==> src/rtl/snake_pkg.sv <==
// Shared snake-game definitions: direction encoding, PS/2 set-2 make codes,
// key command decoding and the opposite-direction helper.
package snake_pkg;

  localparam logic [1:0] DIR_UP    = 2'd0;
  localparam logic [1:0] DIR_RIGHT = 2'd1;
  localparam logic [1:0] DIR_DOWN  = 2'd2;
  localparam logic [1:0] DIR_LEFT  = 2'd3;

  localparam logic [7:0] KEY_UP_A      = 8'h75;
  localparam logic [7:0] KEY_UP_B      = 8'h1D;
  localparam logic [7:0] KEY_DOWN_A    = 8'h72;
  localparam logic [7:0] KEY_DOWN_B    = 8'h1B;
  localparam logic [7:0] KEY_LEFT_A    = 8'h6B;
  localparam logic [7:0] KEY_LEFT_B    = 8'h1C;
  localparam logic [7:0] KEY_RIGHT_A   = 8'h74;
  localparam logic [7:0] KEY_RIGHT_B   = 8'h23;
  localparam logic [7:0] KEY_PAUSE     = 8'h4D;
  localparam logic [7:0] KEY_RESTART   = 8'h29;

  typedef enum logic {
    ST_RUN    = 1'b0,
    ST_PAUSED = 1'b1
  } run_state_e;

  typedef enum logic [1:0] {
    CMD_NONE    = 2'd0,
    CMD_DIR     = 2'd1,
    CMD_PAUSE   = 2'd2,
    CMD_RESTART = 2'd3
  } cmd_kind_e;

  typedef struct packed {
    cmd_kind_e  kind;
    logic [1:0] dir;
  } key_cmd_t;

  // Reverse direction: UP<->DOWN, RIGHT<->LEFT differ only in bit 1.
  function automatic logic [1:0] opposite(input logic [1:0] d);
    return d ^ 2'b10;
  endfunction

  // Map a make code onto a command; unknown codes decode to CMD_NONE.
  function automatic key_cmd_t decode_key(input logic [7:0] code);
    key_cmd_t r;
    r.kind = CMD_NONE;
    r.dir  = DIR_UP;
    case (code)
      KEY_UP_A, KEY_UP_B:       begin r.kind = CMD_DIR; r.dir = DIR_UP;    end
      KEY_DOWN_A, KEY_DOWN_B:   begin r.kind = CMD_DIR; r.dir = DIR_DOWN;  end
      KEY_LEFT_A, KEY_LEFT_B:   begin r.kind = CMD_DIR; r.dir = DIR_LEFT;  end
      KEY_RIGHT_A, KEY_RIGHT_B: begin r.kind = CMD_DIR; r.dir = DIR_RIGHT; end
      KEY_PAUSE:                r.kind = CMD_PAUSE;
      KEY_RESTART:              r.kind = CMD_RESTART;
      default:                  r.kind = CMD_NONE;
    endcase
    return r;
  endfunction

endpackage

==> src/rtl/dir_fifo.sv <==
// Small direction FIFO. A push into a full FIFO is accepted when a pop happens
// in the same cycle; flush empties it and wins over push/pop. The full flag is
// registered from the next-state occupancy.
module dir_fifo #(
  parameter int DEPTH = 4
) (
  input  logic       CLK,
  input  logic       reset,
  input  logic       push,
  input  logic       pop,
  input  logic       flush,
  input  logic [1:0] din,
  output logic [1:0] dout,
  output logic [1:0] last,
  output logic       full,
  output logic       empty
);

  localparam int AW = $clog2(DEPTH);
  localparam logic [AW:0] FULL_CNT = DEPTH[AW:0];

  logic [1:0]    mem_q [DEPTH];
  logic [AW-1:0] wr_ptr_q, wr_ptr_d;
  logic [AW-1:0] rd_ptr_q, rd_ptr_d;
  logic [AW-1:0] last_ptr;
  logic [AW:0]   count_q, count_d;
  logic          full_q, full_d;
  logic          do_push, do_pop;

  assign do_push  = push && (!full_q || pop) && !flush;
  assign do_pop   = pop && (count_q != '0) && !flush;
  assign last_ptr = wr_ptr_q - AW'(1);

  assign dout  = mem_q[rd_ptr_q];
  assign last  = mem_q[last_ptr];
  assign full  = full_q;
  assign empty = (count_q == '0);

  // Pointer and occupancy next state; pointers wrap naturally modulo DEPTH.
  always_comb begin
    wr_ptr_d = wr_ptr_q;
    rd_ptr_d = rd_ptr_q;
    count_d  = count_q;
    if (flush) begin
      wr_ptr_d = '0;
      rd_ptr_d = '0;
      count_d  = '0;
    end else begin
      if (do_push) wr_ptr_d = wr_ptr_q + AW'(1);
      if (do_pop)  rd_ptr_d = rd_ptr_q + AW'(1);
      case ({do_push, do_pop})
        2'b10:   count_d = count_q + (AW+1)'(1);
        2'b01:   count_d = count_q - (AW+1)'(1);
        default: count_d = count_q;
      endcase
    end
    full_d = (count_d == FULL_CNT);
  end

  // Control state register.
  always_ff @(posedge CLK) begin
    if (reset) begin
      wr_ptr_q <= '0;
      rd_ptr_q <= '0;
      count_q  <= '0;
      full_q   <= 1'b0;
    end else begin
      wr_ptr_q <= wr_ptr_d;
      rd_ptr_q <= rd_ptr_d;
      count_q  <= count_d;
      full_q   <= full_d;
    end
  end

  // Storage array; contents are don't-care while the slot is unoccupied.
  always_ff @(posedge CLK) begin
    if (do_push) mem_q[wr_ptr_q] <= din;
  end

endmodule

==> src/rtl/key_cmd_scheduler.sv <==
// Turns PS/2 key strobes into snake commands: queues direction changes,
// applies one per game tick, and handles pause and restart.
module key_cmd_scheduler
  import snake_pkg::*;
#(
  parameter int         DEPTH    = 4,
  parameter logic [1:0] INIT_DIR = DIR_RIGHT
) (
  input  logic       CLK,
  input  logic       reset,
  input  logic       key_pressed,
  input  logic [7:0] key_pressed_code,
  input  logic       tick,
  output logic [1:0] dir,
  output logic       step,
  output logic       paused,
  output logic       restart,
  output logic       fifo_full,
  output logic [7:0] drop_cnt
);

  run_state_e state_q, state_d;
  key_cmd_t   cmd;
  logic [1:0] dir_q, dir_d;
  logic [7:0] drop_q, drop_d;
  logic       step_q, step_d;
  logic       restart_q, restart_d;
  logic       key_restart, key_pause, key_dir;
  logic       flush, running, tick_run;
  logic       fifo_push, fifo_pop, fifo_empty, fifo_full_w;
  logic [1:0] fifo_head, fifo_last, ref_dir;
  logic       dir_accept, drop;

  assign cmd         = decode_key(key_pressed_code);
  assign key_restart = key_pressed && (cmd.kind == CMD_RESTART);
  assign key_pause   = key_pressed && (cmd.kind == CMD_PAUSE);
  assign key_dir     = key_pressed && (cmd.kind == CMD_DIR);
  assign running     = (state_q == ST_RUN);

  // Run/pause state register.
  always_ff @(posedge CLK) begin
    if (reset) state_q <= ST_RUN;
    else       state_q <= state_d;
  end

  // Run/pause transitions; restart forces run, entering pause flushes the queue.
  always_comb begin
    state_d = state_q;
    flush   = 1'b0;
    if (key_restart) begin
      state_d = ST_RUN;
      flush   = 1'b1;
    end else if (key_pause) begin
      case (state_q)
        ST_RUN: begin
          state_d = ST_PAUSED;
          flush   = 1'b1;
        end
        default: state_d = ST_RUN;
      endcase
    end
  end

  // Tick handling and direction-key filtering. Duplicates of the reference
  // direction are discarded; reverses are queued and rejected at pop time.
  always_comb begin
    tick_run   = tick && running && !key_restart;
    fifo_pop   = tick_run && !fifo_empty && !flush;
    ref_dir    = fifo_empty ? dir_q : fifo_last;
    dir_accept = key_dir && running && (cmd.dir != ref_dir);
    fifo_push  = dir_accept && (!fifo_full_w || fifo_pop);
    drop       = dir_accept && fifo_full_w && !fifo_pop;
    step_d     = tick_run;
    restart_d  = key_restart;
    dir_d      = dir_q;
    if (key_restart)
      dir_d = INIT_DIR;
    else if (fifo_pop && (fifo_head != opposite(dir_q)))
      dir_d = fifo_head;
    drop_d = drop_q;
    if (drop && (drop_q != 8'hFF)) drop_d = drop_q + 8'd1;
  end

  // Output and counter registers.
  always_ff @(posedge CLK) begin
    if (reset) begin
      dir_q     <= INIT_DIR;
      drop_q    <= 8'd0;
      step_q    <= 1'b0;
      restart_q <= 1'b0;
    end else begin
      dir_q     <= dir_d;
      drop_q    <= drop_d;
      step_q    <= step_d;
      restart_q <= restart_d;
    end
  end

  dir_fifo #(
    .DEPTH(DEPTH)
  ) u_fifo (
    .CLK   (CLK),
    .reset (reset),
    .push  (fifo_push),
    .pop   (fifo_pop),
    .flush (flush),
    .din   (cmd.dir),
    .dout  (fifo_head),
    .last  (fifo_last),
    .full  (fifo_full_w),
    .empty (fifo_empty)
  );

  assign dir       = dir_q;
  assign step      = step_q;
  assign paused    = (state_q == ST_PAUSED);
  assign restart   = restart_q;
  assign fifo_full = fifo_full_w;
  assign drop_cnt  = drop_q;

endmodule

==> config.mk <==
export PLATFORM = sky130hd
export DESIGN_NAME = key_cmd_scheduler
export DESIGN_NICKNAME = d
export VERILOG_FILES = /design/src/rtl/snake_pkg.sv /design/src/rtl/dir_fifo.sv /design/src/rtl/key_cmd_scheduler.sv
export SDC_FILE = /design/constraint.sdc
export NUM_CORES = 1
export LEC_CHECK = 0
export ABC_AREA = 1
export ABC_CLOCK_PERIOD_IN_PS = 4100
export BUFFER_PORTS_ARGS = -buffer_cell sky130_fd_sc_hd__clkbuf_2
export CORE_ASPECT_RATIO = 0.7
export CORE_UTILIZATION = 57
export CTS_CLUSTER_SIZE = 28
export DETAILED_ROUTE_END_ITERATION = 6
export MAX_ROUTING_LAYER = met4
export PLACE_DENSITY = 0.79
export SLEW_MARGIN = 20
export SYNTH_ARGS = -nofsm -noshare
export SYNTH_HDL_FRONTEND = slang
export SYNTH_SLANG_ARGS = --single-unit
export TNS_END_PERCENT = 100
==> constraint.sdc <==
create_clock -name CLK -period 4.1 [get_ports CLK]
set_input_delay 0.82 -clock CLK [delete_from_list [all_inputs] [get_ports CLK]]
set_output_delay 0.82 -clock CLK [all_outputs]
set_load 0.01 [all_outputs]
# [Word-level counts from Yosys, hierarchy flattened]
# Memories as Yosys holds them, arrays and structs flattened. A register that Yosys moved wholly into a read port is not among the register bits.
# Cells that the tools add are included.
# Widths: inputs -> output; s select.
[totals] register_bits=21 mem_bits_rw=8 input_bits=12 out_inout_bits=14 n_memories=1
[op_classes] n_addsub=6 eq_ne=19 muxes=12 bitwise_logic=2 reduce_logical=32
[memory_table] memory="u_fifo.mem_q" depth=4 width=2 read_ports=2 rd_ports_with_merged_regs=1 write_ports=1 line="dir_fifo.sv:22" text="logic [1:0] mem_q [DEPTH];"
[op_table] operator="$eq 8x7->1 const B" count=5
[op_table] operator="$eq 8x5->1 const B" count=3
[op_table] operator="$logic_and 1x1->1" count=18
[op_table] operator="$eq 8x6->1 const B" count=2
[op_table] operator="$pmux 2 s3" count=2
[op_table] operator="$reduce_or 2->1" count=5
[op_table] operator="$add 8x1->8 const B" count=1
[op_table] operator="$ne 8x8->1 const B" count=1
[op_table] operator="$reduce_or 8->1" count=1
[op_table] operator="$eq 2x2->1 const B" count=3
[op_table] operator="$mux 2" count=3
[op_table] operator="$pmux 3 s2" count=1
[op_table] operator="$logic_not 1->1" count=5
[op_table] operator="$mux 1" count=5
[op_table] operator="$add 2x1->2 const B" count=2
[op_table] operator="$eq 2x1->1 const B" count=2
[op_table] operator="$ne 2x2->1" count=2
[op_table] operator="$add 3x1->3 const B" count=1
[op_table] operator="$eq 3x3->1 const B" count=1
[op_table] operator="$logic_not 3->1" count=1
[op_table] operator="$mux 3" count=1
[op_table] operator="$reduce_bool 3->1" count=1
[op_table] operator="$sub 3x1->3 const B" count=1
[op_table] operator="$not 1->1" count=2
[op_table] operator="2 further kinds" count=2

# [Logic depth before layout (Yosys ltp)]
[depth] depth_word=17 mapped_depth=19 ltp_nobuf=19

# [By module]
# A second synthesis with hierarchy kept.
[unflattened] hier_cells=297 hier_area_um2=2035.7
[modules_own_cells] mod="key_cmd_scheduler" instances=1 cells_per_inst=190 area_per_inst_um2=1137.3 seq_area_each_um2=260.2
[modules_own_cells] mod="dir_fifo" instances=1 cells_per_inst=107 area_per_inst_um2=898.4 seq_area_each_um2=440.4

# [Least setup slack after synthesis]
# No wires, ideal clock.
[synth_timing] kind="in2reg" start="input port key_pressed_code[0]" end="register u_fifo.full_q, in the netlist u_fifo.full" setup_time_ps=60 arrival_time_ps=3092 setup_slack_ps=948 stages=17 path_buffers=0 path_cell_list="nand2_1 inv_1 nand2_1 nor2_2 nor2_2 nand2_2 nand2_2 nand2_2 a21oi_4 o21ai_4 ha_1 fa_1 a21oi_1 o21ai_0 xor2_1 nor2_1 and3_1"
[synth_lines] item="from (decl)" line="key_cmd_scheduler.sv:12" text="input logic [7:0] key_pressed_code,"
[synth_lines] item="to (signal assigned)" line="dir_fifo.sv:71" text="full_q <= full_d;"
[synth_lines] item="to (decl)" line="dir_fifo.sv:27" text="logic full_q, full_d;"

# [Worst setup path after layout]
[layout_timing] start="register u_fifo.wr_ptr_q[0]" end="register u_fifo.full_q, in the netlist u_fifo.full"
[layout_between] elab_chain_cells=12
[layout_lines] item="from (decl)" line="dir_fifo.sv:23" text="logic [AW-1:0] wr_ptr_q, wr_ptr_d;"
[layout_lines] item="from (signal assigned)" line="dir_fifo.sv:68" text="wr_ptr_q <= wr_ptr_d;"
[layout_lines] item="$sub 2x1->2 *" line="dir_fifo.sv:32" text="assign last_ptr = wr_ptr_q - AW'(1);"
[layout_lines] item="via u_fifo.last_ptr[0]" line="dir_fifo.sv:25" text="logic [AW-1:0] last_ptr;"
[layout_lines] item="$mem_v2 4x2 *"
[layout_lines] item="$mux 2 *" line="key_cmd_scheduler.sv:69" text="ref_dir = fifo_empty ? dir_q : fifo_last;"
[layout_lines] item="$ne 2x2->1 *" line="key_cmd_scheduler.sv:70" text="dir_accept = key_dir && running && (cmd.dir != ref_dir);"
[layout_lines] item="$logic_and 1x1->1 *" line="key_cmd_scheduler.sv:70"
[layout_lines] item="$logic_and 1x1->1 *" line="key_cmd_scheduler.sv:71" text="fifo_push = dir_accept && (!fifo_full_w || fifo_pop);"
[layout_lines] item="$logic_and 1x1->1 * (2 in series)" line="dir_fifo.sv:30" text="assign do_push = push && (!full_q || pop) && !flush;"
[layout_lines] item="$eq 2x1->1 / $eq 2x2->1 (equally long branches)" line="dir_fifo.sv:51" text="case ({do_push, do_pop})"
[layout_lines] item="$pmux 3 s2 *" line="dir_fifo.sv:51"
[layout_lines] item="$mux 3 *" line="dir_fifo.sv:44" text="if (flush) begin"
[layout_lines] item="$eq 3x3->1 *" line="dir_fifo.sv:57" text="full_d = (count_d == FULL_CNT);"
# The timed path passes the listed nets; every way through them passes the cells marked *.
# A chain may end at the register's enable or synchronous reset.

==> implementation parameters <==
Parameter                              Value

Run status
  Result of the run ... finished, final reports clean

Yosys
  Sequential share of the synthesized area ... 0.355
  Avg Inst Size Synth ... 7.00 um^2
  Total of flip-flops plus latches after synthesis ... 31
  Post-synthesis instance total ... 282
  Number of different library cells in the post-synthesis netlist ... 28
  Fraction of registers with async set or reset after synthesis ... 0
  Post-synth top area cell ... sky130_fd_sc_hd__dfxtp_1
  EDFF count, synth ... 8
  Synthesized area ... 1970 um^2
  Syn nets ... 301
  Biggest area contributors in the synthesized netlist ... sky130_fd_sc_hd__dfxtp_1, sky130_fd_sc_hd__nand2_1, sky130_fd_sc_hd__edfxtp_1
  Count of warnings emitted by yosys ... 0
  Area share of the largest cell type after synthesis ... 0.233
  Flip-flop cell with the highest count after synthesis ... sky130_fd_sc_hd__dfxtp_1

Timing
  Total count of hold-check failures in the final report ... 0
  Normalized max-slew margin ... 0.778
  Pins over their slew limit ... 0
  Period Utilization, post-route ... 0.848
  Min cycle time layout ... 3.47 ns
  Worst clock skew on the final layout ... 0.00504 ns
  Slew at the pin closest to its max-slew limit ... 0.332 ns
  Setup tns final ... 0 ns
  Fmax ... 288 MHz
  Count of endpoints failing setup in the final report ... 0
  Setup repair after global routing missed its margin ... false

Clocking
  Master cell of the clock root buffer ... sky130_fd_sc_hd__clkbuf_8
  TritonCTS buffer count ... 5
  Number of clock sinks ... 31
  Number of buffers added to fix hold violations after cts ... 0
  CTS tree ... done
  CTS H-tree lvls ... 2
  Clk_lat worst skew ... 0.28 ns
  CTS clock-pin slew for the worst setup and hold paths ... 0.06 ns
  Post-cts repair resize count ... 0
  Buffer levels on the longest clock path ... 2
  Setup Buffers After CTS ... 0

GRT
  Global-route wire length before repair ... 7240 um
  Tot GR Track Use ... 0.266
  Remaining global-route overflow ... 0
  Maximum number of pins on one net before global-route repair ... 12
  Vias in the first global route ... 1,626
  Antenna violations before repair ... 0

Layout
  Layout overhead on the synthesized area ... 13.2%
  Multi-input logic area ... 1140 um^2
  Post-layout utilization of the core ... 0.692
  Antenna Cells ... 0
  Final Instance Count excl. Fillers ... 361
  Layout fillers ... 288
  Sequential cell area ... 701 um^2
  Share of final-layout standard cells stronger than drive strength 1 ... 0.223
  Number of nets in the layout ... 332

Power and ir drop
  Maximum VDD drop ... 0.000368 V
  P_leak ... 0.00101 uW
  Power density cells ... 382 nW/um^2

Floorplan
  Total Die Area ... 3710 um^2
  Initial Util ... 0.611
  I/O pin count ... 26
  Std cell rows ... 17
  Height of the die ... 51.2 um
  Placeable Area ... 3230 um^2
  Die span in x ... 72.3 um

Placement
  Cell total after placement ... 353
  Port Buffers ... 25
  Routability congestion estimate ... 0.970
  Placed wire-length estimate after detailed placement ... 3450 um

Critical path
  Category of the worst setup path launch point ... flop
  Kind of capture point of the worst setup path ... flop
  Required time reported for the critical path endpoint ... 4.33 ns
  Kind of critical path ... reg -> reg
  Maximum fanout along the worst path ... 10
  Register-to-register setup slack ... 0.63 ns
  CP arrival ... 3.70 ns

Drt
  Number of routed nets with antenna violations ... 0
  Number of DRC violations after detailed routing ... 0
  Number of vias per cell after detailed routing ... 5.01
  Total wire length ... 4300 um
  Total vias in the final route ... 1,809
  1st-iter DRT viols ... 107
  Avg WL per Cell ... 11.9 um
  Total iterations of the first detailed-routing run ... 4

Worst hold path
  Class of the tightest hold or removal check ... reg -> reg

Flow run
  Max_cap viols ... 0
==> synth_stat cells (2+ instances only) <==
cell type,instances
sky130_fd_sc_hd__dfxtp_1,23
sky130_fd_sc_hd__xnor2_1,3
sky130_fd_sc_hd__nand3_1,15
sky130_fd_sc_hd__nand2_2,11
sky130_fd_sc_hd__nor2_1,35
sky130_fd_sc_hd__and3_1,2
sky130_fd_sc_hd__o21ai_0,9
sky130_fd_sc_hd__nor2_2,12
sky130_fd_sc_hd__inv_1,27
sky130_fd_sc_hd__nor2_4,2
sky130_fd_sc_hd__edfxtp_1,8
sky130_fd_sc_hd__nor3_1,2
sky130_fd_sc_hd__nand4_1,10
sky130_fd_sc_hd__inv_2,8
sky130_fd_sc_hd__a21oi_1,15
sky130_fd_sc_hd__xor2_1,7
sky130_fd_sc_hd__nand2_1,77
sky130_fd_sc_hd__ha_1,6
==> metal layers <==
layer | vias up | wire length [um] | track usage | share of wire
li1 | 964 | - | - | -
met1 | 787 | 2230 | 0.379 | 0.52
met2 | 51 | 1770 | 0.386 | 0.41
met3 | 7 | 261 | 0.0592 | 0.061
met4 | 0 | 41 | 0.0588 | 0.0095
met5 | - | 0 | - | 0
==> cells by family (layout without fill, tap and decap cells) <==
family | after synthesis | in the layout | share of synthesized area
AO/OA/AOI/OAI | 27 | 27 | 0.0818
XOR/XNOR | 10 | 10 | 0.0444
adder cells (fa/ha/maj) | 7 | 7 | 0.0482
buffers and inverters | 36 | 68 | 0.0684
flip-flops | 31 | 31 | 0.355
AND/OR/NAND/NOR | 171 | 171 | 0.402
==> cells in the final DEF, fill, tap and decap left out <==
| cell | n |
|---|---|
| sky130_fd_sc_hd__a21oi_4 | 1 |
| sky130_fd_sc_hd__or2_2 | 1 |
| sky130_fd_sc_hd__nor2_4 | 2 |
| sky130_fd_sc_hd__nand3_2 | 1 |
| sky130_fd_sc_hd__clkbuf_8 | 5 |
| sky130_fd_sc_hd__nand3_1 | 15 |
| sky130_fd_sc_hd__o21ai_0 | 9 |
| sky130_fd_sc_hd__clkinv_2 | 1 |
| sky130_fd_sc_hd__o21ai_4 | 1 |
| sky130_fd_sc_hd__inv_2 | 8 |
| sky130_fd_sc_hd__fa_1 | 1 |
| sky130_fd_sc_hd__nor3_1 | 2 |
| sky130_fd_sc_hd__nand2_1 | 77 |
| sky130_fd_sc_hd__nand4_1 | 10 |
| sky130_fd_sc_hd__nand2_2 | 11 |
| sky130_fd_sc_hd__nor2_1 | 35 |
| sky130_fd_sc_hd__a21oi_1 | 15 |
| sky130_fd_sc_hd__nand3b_1 | 1 |
| sky130_fd_sc_hd__and3_1 | 2 |
| sky130_fd_sc_hd__ha_1 | 6 |
| sky130_fd_sc_hd__xor2_1 | 7 |
| sky130_fd_sc_hd__clkbuf_1 | 2 |
| sky130_fd_sc_hd__o22a_1 | 1 |
| sky130_fd_sc_hd__nand4_2 | 1 |
| sky130_fd_sc_hd__dfxtp_1 | 23 |
| sky130_fd_sc_hd__edfxtp_1 | 8 |
| sky130_fd_sc_hd__xnor2_1 | 3 |
| sky130_fd_sc_hd__clkbuf_2 | 25 |
| sky130_fd_sc_hd__nor2_2 | 12 |
| sky130_fd_sc_hd__inv_1 | 27 |
| sky130_fd_sc_hd__nand2_4 | 1 |
==> final timing paths <==
path / startpoint / endpoint / depth (start not counted)
max: u_fifo.wr_ptr_q[0] / u_fifo.full / 19
min: u_fifo.rd_ptr_q[1] / u_fifo.rd_ptr_q[1] / 2
max reg2reg: u_fifo.wr_ptr_q[0] / u_fifo.full / 19
min reg2reg: u_fifo.rd_ptr_q[1] / u_fifo.rd_ptr_q[1] / 2
==> report_power, final <==
part	switching, uW	internal (uW)
logic	171	95.9
clock network	105	119
registers	27.6	337
==> area by class of cell <==
cell class / instances / area share
clock buffer: 7 / 0.0341
clock inverter: 1 / 0.00224
inverter: 35 / 0.0588
multi-input combinational: 215 / 0.509
sequential: 31 / 0.313
tap: 47 / 0.0263
timing repair buffer: 25 / 0.0560
==> critical path: stages, from the launching register on <==
cell,delay [ns]
sky130_fd_sc_hd__dfxtp_1,0.49
sky130_fd_sc_hd__inv_2,0.14
sky130_fd_sc_hd__ha_1,0.37
sky130_fd_sc_hd__inv_1,0.10
sky130_fd_sc_hd__nand3_1,0.11
sky130_fd_sc_hd__nand2_1,0.08
sky130_fd_sc_hd__nand2_1,0.05
sky130_fd_sc_hd__nand2_1,0.07
sky130_fd_sc_hd__nand2_2,0.05
sky130_fd_sc_hd__nand2_2,0.05
sky130_fd_sc_hd__inv_2,0.05
sky130_fd_sc_hd__a21oi_4,0.28
sky130_fd_sc_hd__o21ai_4,0.16
sky130_fd_sc_hd__ha_1,0.26
sky130_fd_sc_hd__fa_1,0.44
sky130_fd_sc_hd__a21oi_1,0.16
sky130_fd_sc_hd__o21ai_0,0.13
sky130_fd_sc_hd__xor2_1,0.16
sky130_fd_sc_hd__nor2_1,0.12
sky130_fd_sc_hd__and3_1,0.15
==> flip-flops by register name, summed over array words and instances (netlist names), named ones only <==
register	flops
step	1
u_fifo.full	1
drop_cnt	8
u_fifo.count_q	3
restart	1
u_fifo.wr_ptr_q	2
paused	1
u_fifo.rd_ptr_q	2
dir	2
u_fifo.mem_q	8
==> through the flow <==
| stage | area (um^2) | hold WS (ns) | power (uW) | setup slack [ns] |
|---|---|---|---|---|
| after floorplan | 1970 | 0.436 | 568 | 0.948 |
| after global placement | 2150 | 0.454 | 626 | 0.574 |
| after detailed placement | 2150 | 0.466 | 634 | 0.503 |
| after CTS | 2240 | 0.477 | 860 | 0.640 |
| after global routing | 2240 | 0.509 | 907 | 0.387 |
| final | 2240 | 0.474 | 855 | 0.625 |
Note: power is estimated with default switching activity, not from simulation.
